File: config.mk
export PLATFORM = sky130hd
export DESIGN_NAME = mc_ctrl_fsm
export DESIGN_NICKNAME = d
export VERILOG_FILES = /design/src/rtl/mc_ctrl_pkg.sv /design/src/rtl/mc_ctrl_fsm_wait_timer.sv /design/src/rtl/mc_ctrl_fsm.sv
export SDC_FILE = /design/constraint.sdc
export NUM_CORES = 1
export LEC_CHECK = 0
export BUFFER_PORTS_ARGS = -buffer_cell sky130_fd_sc_hd__buf_2
export CELL_PAD_IN_SITES_DETAIL_PLACEMENT = 1
export CELL_PAD_IN_SITES_GLOBAL_PLACEMENT = 1
export CORE_AREA = 2 2 52 54
export DETAILED_ROUTE_END_ITERATION = 10
export DIE_AREA = 0 0 54 56
export PLACE_DENSITY = 0.83
export SYNTH_ARGS = -nofsm -noshare
export SYNTH_HDL_FRONTEND = slang
export SYNTH_SLANG_ARGS = --single-unit
File: constraint.sdc
create_clock -name clk -period 1.65 [get_ports clk]
set_input_delay 0.2475 -clock clk [delete_from_list [all_inputs] [get_ports clk]]
set_output_delay 0.2475 -clock clk [all_outputs]
set_load 0.1 [all_outputs]
File: src/rtl/mc_ctrl_pkg.sv
// Shared types and encodings for the multicycle RV32I control FSM.
package mc_ctrl_pkg;

  typedef enum logic [3:0] {
    S_FETCH    = 4'd0,
    S_DECODE   = 4'd1,
    S_MEMADR   = 4'd2,
    S_MEMREAD  = 4'd3,
    S_MEMWB    = 4'd4,
    S_MEMWRITE = 4'd5,
    S_EXECR    = 4'd6,
    S_EXECI    = 4'd7,
    S_JAL      = 4'd8,
    S_JALR_ADR = 4'd9,
    S_LUI      = 4'd10,
    S_AUIPC    = 4'd11,
    S_ALUWB    = 4'd12,
    S_BRANCH   = 4'd13,
    S_TRAP     = 4'd14
  } state_t;

  localparam logic [6:0] OP_LOAD   = 7'b0000011;
  localparam logic [6:0] OP_STORE  = 7'b0100011;
  localparam logic [6:0] OP_RTYPE  = 7'b0110011;
  localparam logic [6:0] OP_ITYPE  = 7'b0010011;
  localparam logic [6:0] OP_JAL    = 7'b1101111;
  localparam logic [6:0] OP_JALR   = 7'b1100111;
  localparam logic [6:0] OP_LUI    = 7'b0110111;
  localparam logic [6:0] OP_AUIPC  = 7'b0010111;
  localparam logic [6:0] OP_BRANCH = 7'b1100011;

  localparam logic [1:0] RES_ALUOUT = 2'b00;
  localparam logic [1:0] RES_DATA   = 2'b01;
  localparam logic [1:0] RES_ALURES = 2'b10;
  localparam logic [1:0] RES_IMM    = 2'b11;

  localparam logic [1:0] SRCA_PC    = 2'b00;
  localparam logic [1:0] SRCA_OLDPC = 2'b01;
  localparam logic [1:0] SRCA_RD1   = 2'b10;

  localparam logic [1:0] SRCB_RD2   = 2'b00;
  localparam logic [1:0] SRCB_IMM   = 2'b01;
  localparam logic [1:0] SRCB_FOUR  = 2'b10;

  localparam logic [1:0] ALUOP_ADD  = 2'b00;
  localparam logic [1:0] ALUOP_BR   = 2'b01;
  localparam logic [1:0] ALUOP_FUNC = 2'b10;

  // Opcode dispatch out of DECODE; unknown opcodes trap.
  function automatic state_t decode_op(input logic [6:0] op);
    case (op)
      OP_LOAD, OP_STORE: decode_op = S_MEMADR;
      OP_RTYPE:          decode_op = S_EXECR;
      OP_ITYPE:          decode_op = S_EXECI;
      OP_JAL:            decode_op = S_JAL;
      OP_JALR:           decode_op = S_JALR_ADR;
      OP_LUI:            decode_op = S_LUI;
      OP_AUIPC:          decode_op = S_AUIPC;
      OP_BRANCH:         decode_op = S_BRANCH;
      default:           decode_op = S_TRAP;
    endcase
  endfunction

endpackage

File: src/rtl/mc_ctrl_fsm_wait_timer.sv
// Consecutive memory wait-cycle counter with an optional expiry limit.
module mc_wait_timer #(
  parameter int TO_W        = 8,
  parameter int MEM_TIMEOUT = 0
) (
  input  logic clk,
  input  logic reset,
  input  logic wait_cyc,
  output logic expired
);

  localparam logic [TO_W-1:0] LIMIT   = TO_W'(MEM_TIMEOUT);
  localparam bit              ENABLED = (MEM_TIMEOUT != 0);

  logic [TO_W-1:0] count;

  // Expiry is only possible on a wait cycle, so a ready cycle always wins.
  assign expired = ENABLED && wait_cyc && (count == LIMIT);

  // Count consecutive waits; any non-wait cycle or an expiry restarts at zero,
  // which also clears the count on entry to every memory state.
  always_ff @(posedge clk or posedge reset) begin
    if (reset) begin
      count <= '0;
    end else if (wait_cyc && !expired) begin
      if (count != '1) count <= count + 1'b1;
    end else begin
      count <= '0;
    end
  end

endmodule

File: src/rtl/mc_ctrl_fsm.sv
// Main control FSM of the multicycle RV32I core: Moore-decoded datapath
// controls, memory request/ready handshake with wait timeout, trap state.
//
// Memory handshake: MemReq is high for the whole of FETCH, MEMREAD and
// MEMWRITE. A request completes in the cycle mem_ready is sampled high while
// MemReq is high; each cycle with MemReq high and mem_ready low is a wait
// cycle and the FSM holds. With MEM_HANDSHAKE=0, mem_ready reads as 1.
module mc_ctrl_fsm
  import mc_ctrl_pkg::*;
#(
  parameter int MEM_HANDSHAKE = 1,
  parameter int MEM_TIMEOUT   = 0,
  parameter int TO_W          = 8,
  parameter int TRAP_STICKY   = 1
) (
  input  logic       clk,
  input  logic       reset,
  input  logic [6:0] op,
  input  logic       mem_ready,
  output logic       Branch,
  output logic       PCUpdate,
  output logic       RegWrite,
  output logic       MemWrite,
  output logic       IRWrite,
  output logic       MemReq,
  output logic [1:0] ResultSrc,
  output logic [1:0] ALUSrcA,
  output logic [1:0] ALUSrcB,
  output logic       AdrSrc,
  output logic [1:0] ALUOp,
  output logic       illegal,
  output logic       bus_err,
  output logic       retire,
  output logic [3:0] state_dbg
);

  state_t state, state_nxt;
  logic   ready_eff;
  logic   in_mem_state;
  logic   wait_cyc;
  logic   expired;

  assign ready_eff    = (MEM_HANDSHAKE != 0) ? mem_ready : 1'b1;
  assign in_mem_state = (state == S_FETCH) || (state == S_MEMREAD) ||
                        (state == S_MEMWRITE);
  assign wait_cyc     = in_mem_state && !ready_eff;
  assign state_dbg    = state;

  mc_wait_timer #(
    .TO_W        (TO_W),
    .MEM_TIMEOUT (MEM_TIMEOUT)
  ) u_wait_timer (
    .clk      (clk),
    .reset    (reset),
    .wait_cyc (wait_cyc),
    .expired  (expired)
  );

  // State register.
  always_ff @(posedge clk or posedge reset) begin
    if (reset) state <= S_FETCH;
    else       state <= state_nxt;
  end

  // Next-state: memory states hold on wait and trap on timeout.
  always_comb begin
    state_nxt = state;
    case (state)
      S_FETCH:    if (expired) state_nxt = S_TRAP;
                  else if (ready_eff) state_nxt = S_DECODE;
      S_DECODE:   state_nxt = decode_op(op);
      S_MEMADR:   state_nxt = (op == OP_LOAD) ? S_MEMREAD : S_MEMWRITE;
      S_MEMREAD:  if (expired) state_nxt = S_TRAP;
                  else if (ready_eff) state_nxt = S_MEMWB;
      S_MEMWB:    state_nxt = S_FETCH;
      S_MEMWRITE: if (expired) state_nxt = S_TRAP;
                  else if (ready_eff) state_nxt = S_FETCH;
      S_EXECR:    state_nxt = S_ALUWB;
      S_EXECI:    state_nxt = S_ALUWB;
      S_JALR_ADR: state_nxt = S_JAL;
      S_JAL:      state_nxt = S_ALUWB;
      S_AUIPC:    state_nxt = S_ALUWB;
      S_LUI:      state_nxt = S_FETCH;
      S_ALUWB:    state_nxt = S_FETCH;
      S_BRANCH:   state_nxt = S_FETCH;
      S_TRAP:     state_nxt = (TRAP_STICKY != 0) ? S_TRAP : S_FETCH;
      default:    state_nxt = S_FETCH;
    endcase
  end

  // Outputs: Moore decode, ready gating in memory states, reset override.
  always_comb begin
    Branch    = 1'b0;
    PCUpdate  = 1'b0;
    RegWrite  = 1'b0;
    MemWrite  = 1'b0;
    IRWrite   = 1'b0;
    MemReq    = 1'b0;
    ResultSrc = RES_ALUOUT;
    ALUSrcA   = SRCA_PC;
    ALUSrcB   = SRCB_RD2;
    AdrSrc    = 1'b0;
    ALUOp     = ALUOP_ADD;
    illegal   = 1'b0;
    bus_err   = expired;
    retire    = 1'b0;
    case (state)
      S_FETCH: begin
        MemReq    = 1'b1;
        ALUSrcB   = SRCB_FOUR;
        ResultSrc = RES_ALURES;
        IRWrite   = ready_eff;
        PCUpdate  = ready_eff;
      end
      S_DECODE: begin
        ALUSrcA = SRCA_OLDPC;
        ALUSrcB = SRCB_IMM;
      end
      S_MEMADR: begin
        ALUSrcA = SRCA_RD1;
        ALUSrcB = SRCB_IMM;
      end
      S_MEMREAD: begin
        MemReq = 1'b1;
        AdrSrc = 1'b1;
      end
      S_MEMWB: begin
        ResultSrc = RES_DATA;
        RegWrite  = 1'b1;
        retire    = 1'b1;
      end
      S_MEMWRITE: begin
        MemReq   = 1'b1;
        AdrSrc   = 1'b1;
        MemWrite = !expired;
        retire   = ready_eff;
      end
      S_EXECR: begin
        ALUSrcA = SRCA_RD1;
        ALUSrcB = SRCB_RD2;
        ALUOp   = ALUOP_FUNC;
      end
      S_EXECI: begin
        ALUSrcA = SRCA_RD1;
        ALUSrcB = SRCB_IMM;
        ALUOp   = ALUOP_FUNC;
      end
      S_JALR_ADR: begin
        ALUSrcA = SRCA_RD1;
        ALUSrcB = SRCB_IMM;
      end
      S_JAL: begin
        ALUSrcA   = SRCA_OLDPC;
        ALUSrcB   = SRCB_FOUR;
        ResultSrc = RES_ALUOUT;
        PCUpdate  = 1'b1;
      end
      S_LUI: begin
        ResultSrc = RES_IMM;
        RegWrite  = 1'b1;
        retire    = 1'b1;
      end
      S_ALUWB: begin
        ResultSrc = RES_ALUOUT;
        RegWrite  = 1'b1;
        retire    = 1'b1;
      end
      S_BRANCH: begin
        ALUSrcA = SRCA_RD1;
        ALUSrcB = SRCB_RD2;
        ALUOp   = ALUOP_BR;
        Branch  = 1'b1;
        retire  = 1'b1;
      end
      S_TRAP: illegal = 1'b1;
      default: ;
    endcase
    if (reset) begin
      PCUpdate = 1'b0;
      IRWrite  = 1'b0;
      RegWrite = 1'b0;
      MemWrite = 1'b0;
      MemReq   = 1'b0;
      retire   = 1'b0;
      bus_err  = 1'b0;
    end
  end

endmodule

---- Yosys cells after proc, flatten, opt, wreduce, memory -nomap -nowiden ----
Index checks and enable logic that the tools add are counted.
word-level totals
  bits in registers ....................... 4
operators by class
  equal/unequal tests ..................... 26
  multiplexer cells ....................... 25
  reduce and logical (&&, ||, !) cells .... 13
operator list
  cell                                                  number
  one-hot mux 4 bit (8 select lines)                    2
  equality test 4 bit (second input constant)           7
  equality test 7 x 6 -> 1 bit (second input constant)  3
  equality test 7 bit (second input constant)           3
  equality test 4 x 3 -> 1 bit (second input constant)  4
  equality test 7 x 5 -> 1 bit (second input constant)  2
  2-to-1 mux 1 bit                                      13
  2-to-1 mux 4 bit                                      3
  one-hot mux 2 bit (2 select lines)                    3
  OR reduction 4 bit                                    3
  OR reduction 2 bit                                    5
  equality test 4 x 2 -> 1 bit (second input constant)  2
  equality test 7 x 2 -> 1 bit (second input constant)  1
  inequality test 2 bit (second input constant)         3
  one-hot mux 2 bit (3 select lines)                    1
  OR reduction 3 bit                                    2
  OR reduction 5 bit                                    1
  equality test 4 x 1 -> 1 bit (second input constant)  1
  logical NOT 4 bit                                     1
  one-hot mux 1 bit (2 select lines)                    2
  2-to-1 mux 3 bit                                      1
  AND reduction 3 bit                                   1

---- Longest topological paths before layout ----
  depth in word-level cells ............... 4
  mapped depth ............................ 6
  depth with buffers taken out ............ 4

---- Modules after synthesis ----
A second synthesis with hierarchy kept.
second synthesis, totals
  cells, all modules ...................... 105
  area, all modules ....................... 713.2 um2
modules (own cells, without submodules)
  module         times used  cells each  area each (um2)
  mc_ctrl_fsm    1           103         701.9
  mc_wait_timer  1           2           11.3

---- Least setup slack after synthesis ----
No wires, ideal clock.
  path type ............................... register to output
  from .................................... register state[0], in the netlist state_dbg[0]
  to ...................................... output port PCUpdate
  arrival time ............................ 5.681 ns
  required time ........................... 1.402 ns
  slack ................................... -4.279 ns
  stages on the path, launching flop included .. 5
  cells stage by stage .................... dfrtp_1 clkbuf_1 clkbuf_1 nor3_1 nor3b_1
between the ends
  cells in the longest elaborated chain, start to end .. 3
  elaborated cells between the ends (all ways) .. 4
  classes of those cells .................. 1 x eq/ne; 2 x mux; 1 x reduce/logical
RTL lines
  item                                                      line                RTL
  start, declared                                           mc_ctrl_fsm.sv:37   state_t state, state_nxt;
  start signal, assigned                                    mc_ctrl_fsm.sv:62   else state <= state_nxt;
  equality test 4 bit or logical NOT 4 bit (tied branches)  mc_ctrl_fsm.sv:107  case (state)
  one-hot mux 1 bit (2 select lines) *                      mc_ctrl_fsm.sv:107
  2-to-1 mux 1 bit *                                        mc_ctrl_fsm.sv:178  if (reset) begin
  end, declared                                             mc_ctrl_fsm.sv:21   output logic PCUpdate,
Mark *: on every way between the ends. The rest lies on a longest branch, timed or not.

---- Worst setup path in the final report ----
  from .................................... register state[1], in the netlist state_dbg[1]
  to ...................................... output port retire
between the ends
  cells in the longest elaborated chain, start to end .. 4
  elaborated cells between the ends (all ways) .. 8
  classes of those cells .................. 5 x eq/ne; 2 x mux; 1 x reduce/logical
RTL lines
  item                                                                 line                RTL
  equality test 4 bit or equality test 4 x 3 -> 1 bit (tied branches)  mc_ctrl_fsm.sv:107
  OR reduction 4 bit (no source line)                                  --
  one-hot mux 1 bit (2 select lines) *                                 mc_ctrl_fsm.sv:107
  2-to-1 mux 1 bit *                                                   mc_ctrl_fsm.sv:178
  end, declared                                                        mc_ctrl_fsm.sv:33   output logic retire,
Marks and branches as above.

==> key figures <==
Outcome
  – Status: finished, violations left
  – Failing checks: negative setup slack

Placed design
  – Pre-CTS setup slack: -0.09133 ns
  – HPWL after DPL: approximately 2600 µm
  – GPL Wtd Cong: 0.8301
  – Buffers on Ports: 30

Detailed routing
  – Starting DRT DRC Count: 40
  – Via count: around 1,200
  – Via density: a little over 6
  – Wirelength per Cell: 29.37 µm
  – Pre-antenna DRT Iters: 4
  – DRC: 0
  – Post-route ant nets: 0
  – Total Wirelength: around 5500 µm

Global routing
  – First-pass GRT wire length: slightly below 8000 µm
  – GRT overflow: 0
  – Initial antenna violation count: 0
  – Vias in the first global route: ~1,300
  – Largest net degree at the start of global routing: 9
  – Total global routing track utilization: 0.3674

STA
  – RSZ-0062 raised after global routing: true
  – Clock period minus worst slack: 1.976 ns
  – Final setup margin: -0.3259 ns
  – Final hold vios: 0
  – Fin crit share: 1.198
  – Max Clock Skew: between 0.001 and 0.0015 ns
  – F_max: just over 500 MHz
  – Final setup fails: 20
  – Slew Limit Fails: 0

Cells and area
  – Layout area overhead: 186.1%
  – Area of the multi-input gates: ~770 µm²
  – Core Util, Final: 0.7315
  – Max reg flops: 4
  – Final Net Count: between 150 and 200
  – Ant diodes: 0
  – Filler Cell Count: ~240
  – Sequential Area: approximately 120 µm²
  – Layout cells sized above 1: 0.7595

Die
  – Die height: about 56 µm
  – FP Rows: 18
  – DIE AREA: just over 3000 µm²
  – I/O pins: 32
  – Die width: roughly 54 µm
  – Initial core utilization: 0.2557
  – Core Region: approximately 2400 µm²

CTS
  – Worst-Skew Late Latency: roughly 0.26 ns
  – Sink Count: 4
  – Clock slew at reported path FFs: around 0.050 ns
  – Max H-tree Level: 1
  – Root Driver: clkbuf_4
  – CTS Buf Count: 3
  – Clk buf depth: 2
  – Hold_buf cts: 0
  – CTS tree: yes

Synthesis
  – Avg Cell Area, Syn: ~6.6 µm²
  – Register area share after synthesis: 0.1610
  – Synth Warn #: 0
  – Synth async-reset ratio: 1.000
  – Ys flop type: dfrtp_1
  – Synth Register Bits: 4
  – Syn Nets: 104
  – Cell area after synthesis: 621.8 µm²
  – Cells after Synth: 94
  – Synth cell types: 35
  – Number of flops mapped to enable cells by yosys: 0

Critical path
  – Worst Setup Start Kind: flip-flop
  – Worst EP arrival: 1.73 ns
  – Required @ worst endpoint: ~1.4 ns
  – Origin of the worst setup path: state_dbg[1]
  – Crit path kind: reg -> out
  – Critical path fanouts, max: 6
  – Reg2reg start: state_dbg[2]
  – Setup crit end kind: output port

Min path
  – HP Class: in -> async

Job
  – Max Cap Viol: 0
critical path: stages (launching register included):
cell      delay, ns
dfrtp_4        0.53
buf_4          0.17
nand2b_4       0.16
nor2_1         0.23
nor2_2         0.08
nor2_4         0.11
buf_12         0.18
metal layers:
metal / track usage / vias up / share of wire
met3: 0.08065 / 30 / 0.068
met1: 0.4081 / 576 / 0.35
met2: 0.6063 / 83 / 0.52
met4: 0.2321 / 0 / 0.063
li1: - / 472 / -
met5: 0 / - / 0
layout make-up:
| class | instances | area share |
|---|---|---|
| clock buffer | 3 | 0.01266 |
| inverter | 3 | 0.006329 |
| multi-input combinational | 78 | 0.4332 |
| sequential | 4 | 0.06470 |
| tap | 30 | 0.02110 |
| timing repair buffer | 70 | 0.4620 |
Yosys cell counts (2+ instances only):
cell      number  share of area
and2_1         2          0.020
o21ai_0        4          0.032
nor3_1         8          0.064
inv_1          3          0.018
and3_1         2          0.020
nand2_1        7          0.042
buf_4          2          0.024
dfrtp_1        4           0.16
nor2_1         9          0.054
nor4_1         3          0.030
nor2b_1        6          0.060
buf_2          2          0.016
nand2b_1       6          0.060
nand3b_1       2          0.024
clkbuf_1       5          0.030
a211oi_1       2          0.024
a21oi_1        9          0.072
cells in the final DEF (no fill, tap or decap), types with 2 or more instances in the layout:
master | netlist | layout
nor2_1 | 9 | 4
nand2b_4 | 0 | 4
dfrtp_4 | 0 | 4
buf_4 | 2 | 24
nor2b_2 | 0 | 2
nor2b_4 | 0 | 3
o21ai_2 | 0 | 2
o21ai_0 | 4 | 2
nand2_1 | 7 | 4
buf_2 | 2 | 11
buf_12 | 0 | 22
and2_4 | 0 | 2
nand3b_1 | 2 | 2
a21oi_4 | 0 | 4
nor4_4 | 0 | 2
buf_6 | 0 | 11
nand2_2 | 0 | 2
inv_1 | 3 | 2
clkbuf_4 | 0 | 4
a21oi_1 | 9 | 4
nor3_1 | 8 | 4
nor3_4 | 0 | 4
nor2_4 | 0 | 4
nand2b_1 | 6 | 2
worst paths after layout:
kind,slack (ns),end,cells past startpoint
setup / recovery,-0.33,retire,6
hold / removal,0.05,state_dbg[1],2
setup reg to reg,-0.20,state_dbg[2],4
hold reg to reg,0.73,state_dbg[1],2
max in group asynchronous,1.35,state_dbg[0],2
min in group clk,0.41,state_dbg[0],4
timing repair:
item,in CTS,in global routing
pin swaps,17,4
setup buffers,19,4
gates resized for setup,33,11
endpoints found under the hold margin,0,0
endpoints found under the setup margin,19,22
metrics by stage:
stage | instances | TNS (ns) | hold WS [ns] | instance area [µm²]
after global placement | 164 | -0.001236 | 0.2705 | 1396
after CTS | 185 | -2.337 | 0.03764 | 1707
after global routing | 188 | -4.051 | 0.05363 | 1779
after detailed placement | 164 | -0.2045 | 0.2950 | 1396
final | 188 | -3.508 | 0.04866 | 1779
after floorplan | 94 | -7.177 | 0.03011 | 884.6
cell families (layout without fill, tap and decap cells):
| group | Yosys count | in the layout | share of synthesized area |
|---|---|---|---|
| AO/OA/AOI/OAI | 24 | 24 | 0.2656 |
| buffers and inverters | 12 | 76 | 0.08853 |
| flip-flops | 4 | 4 | 0.1610 |
| multiplexers | 1 | 1 | 0.01610 |
| other | 1 | 1 | 0.006030 |
| AND/OR/NAND/NOR | 52 | 52 | 0.4628 |
Power is left out: the tool's default activity adds up to more than one toggle a clock period on the data nets, which glitch-free logic cannot reach.
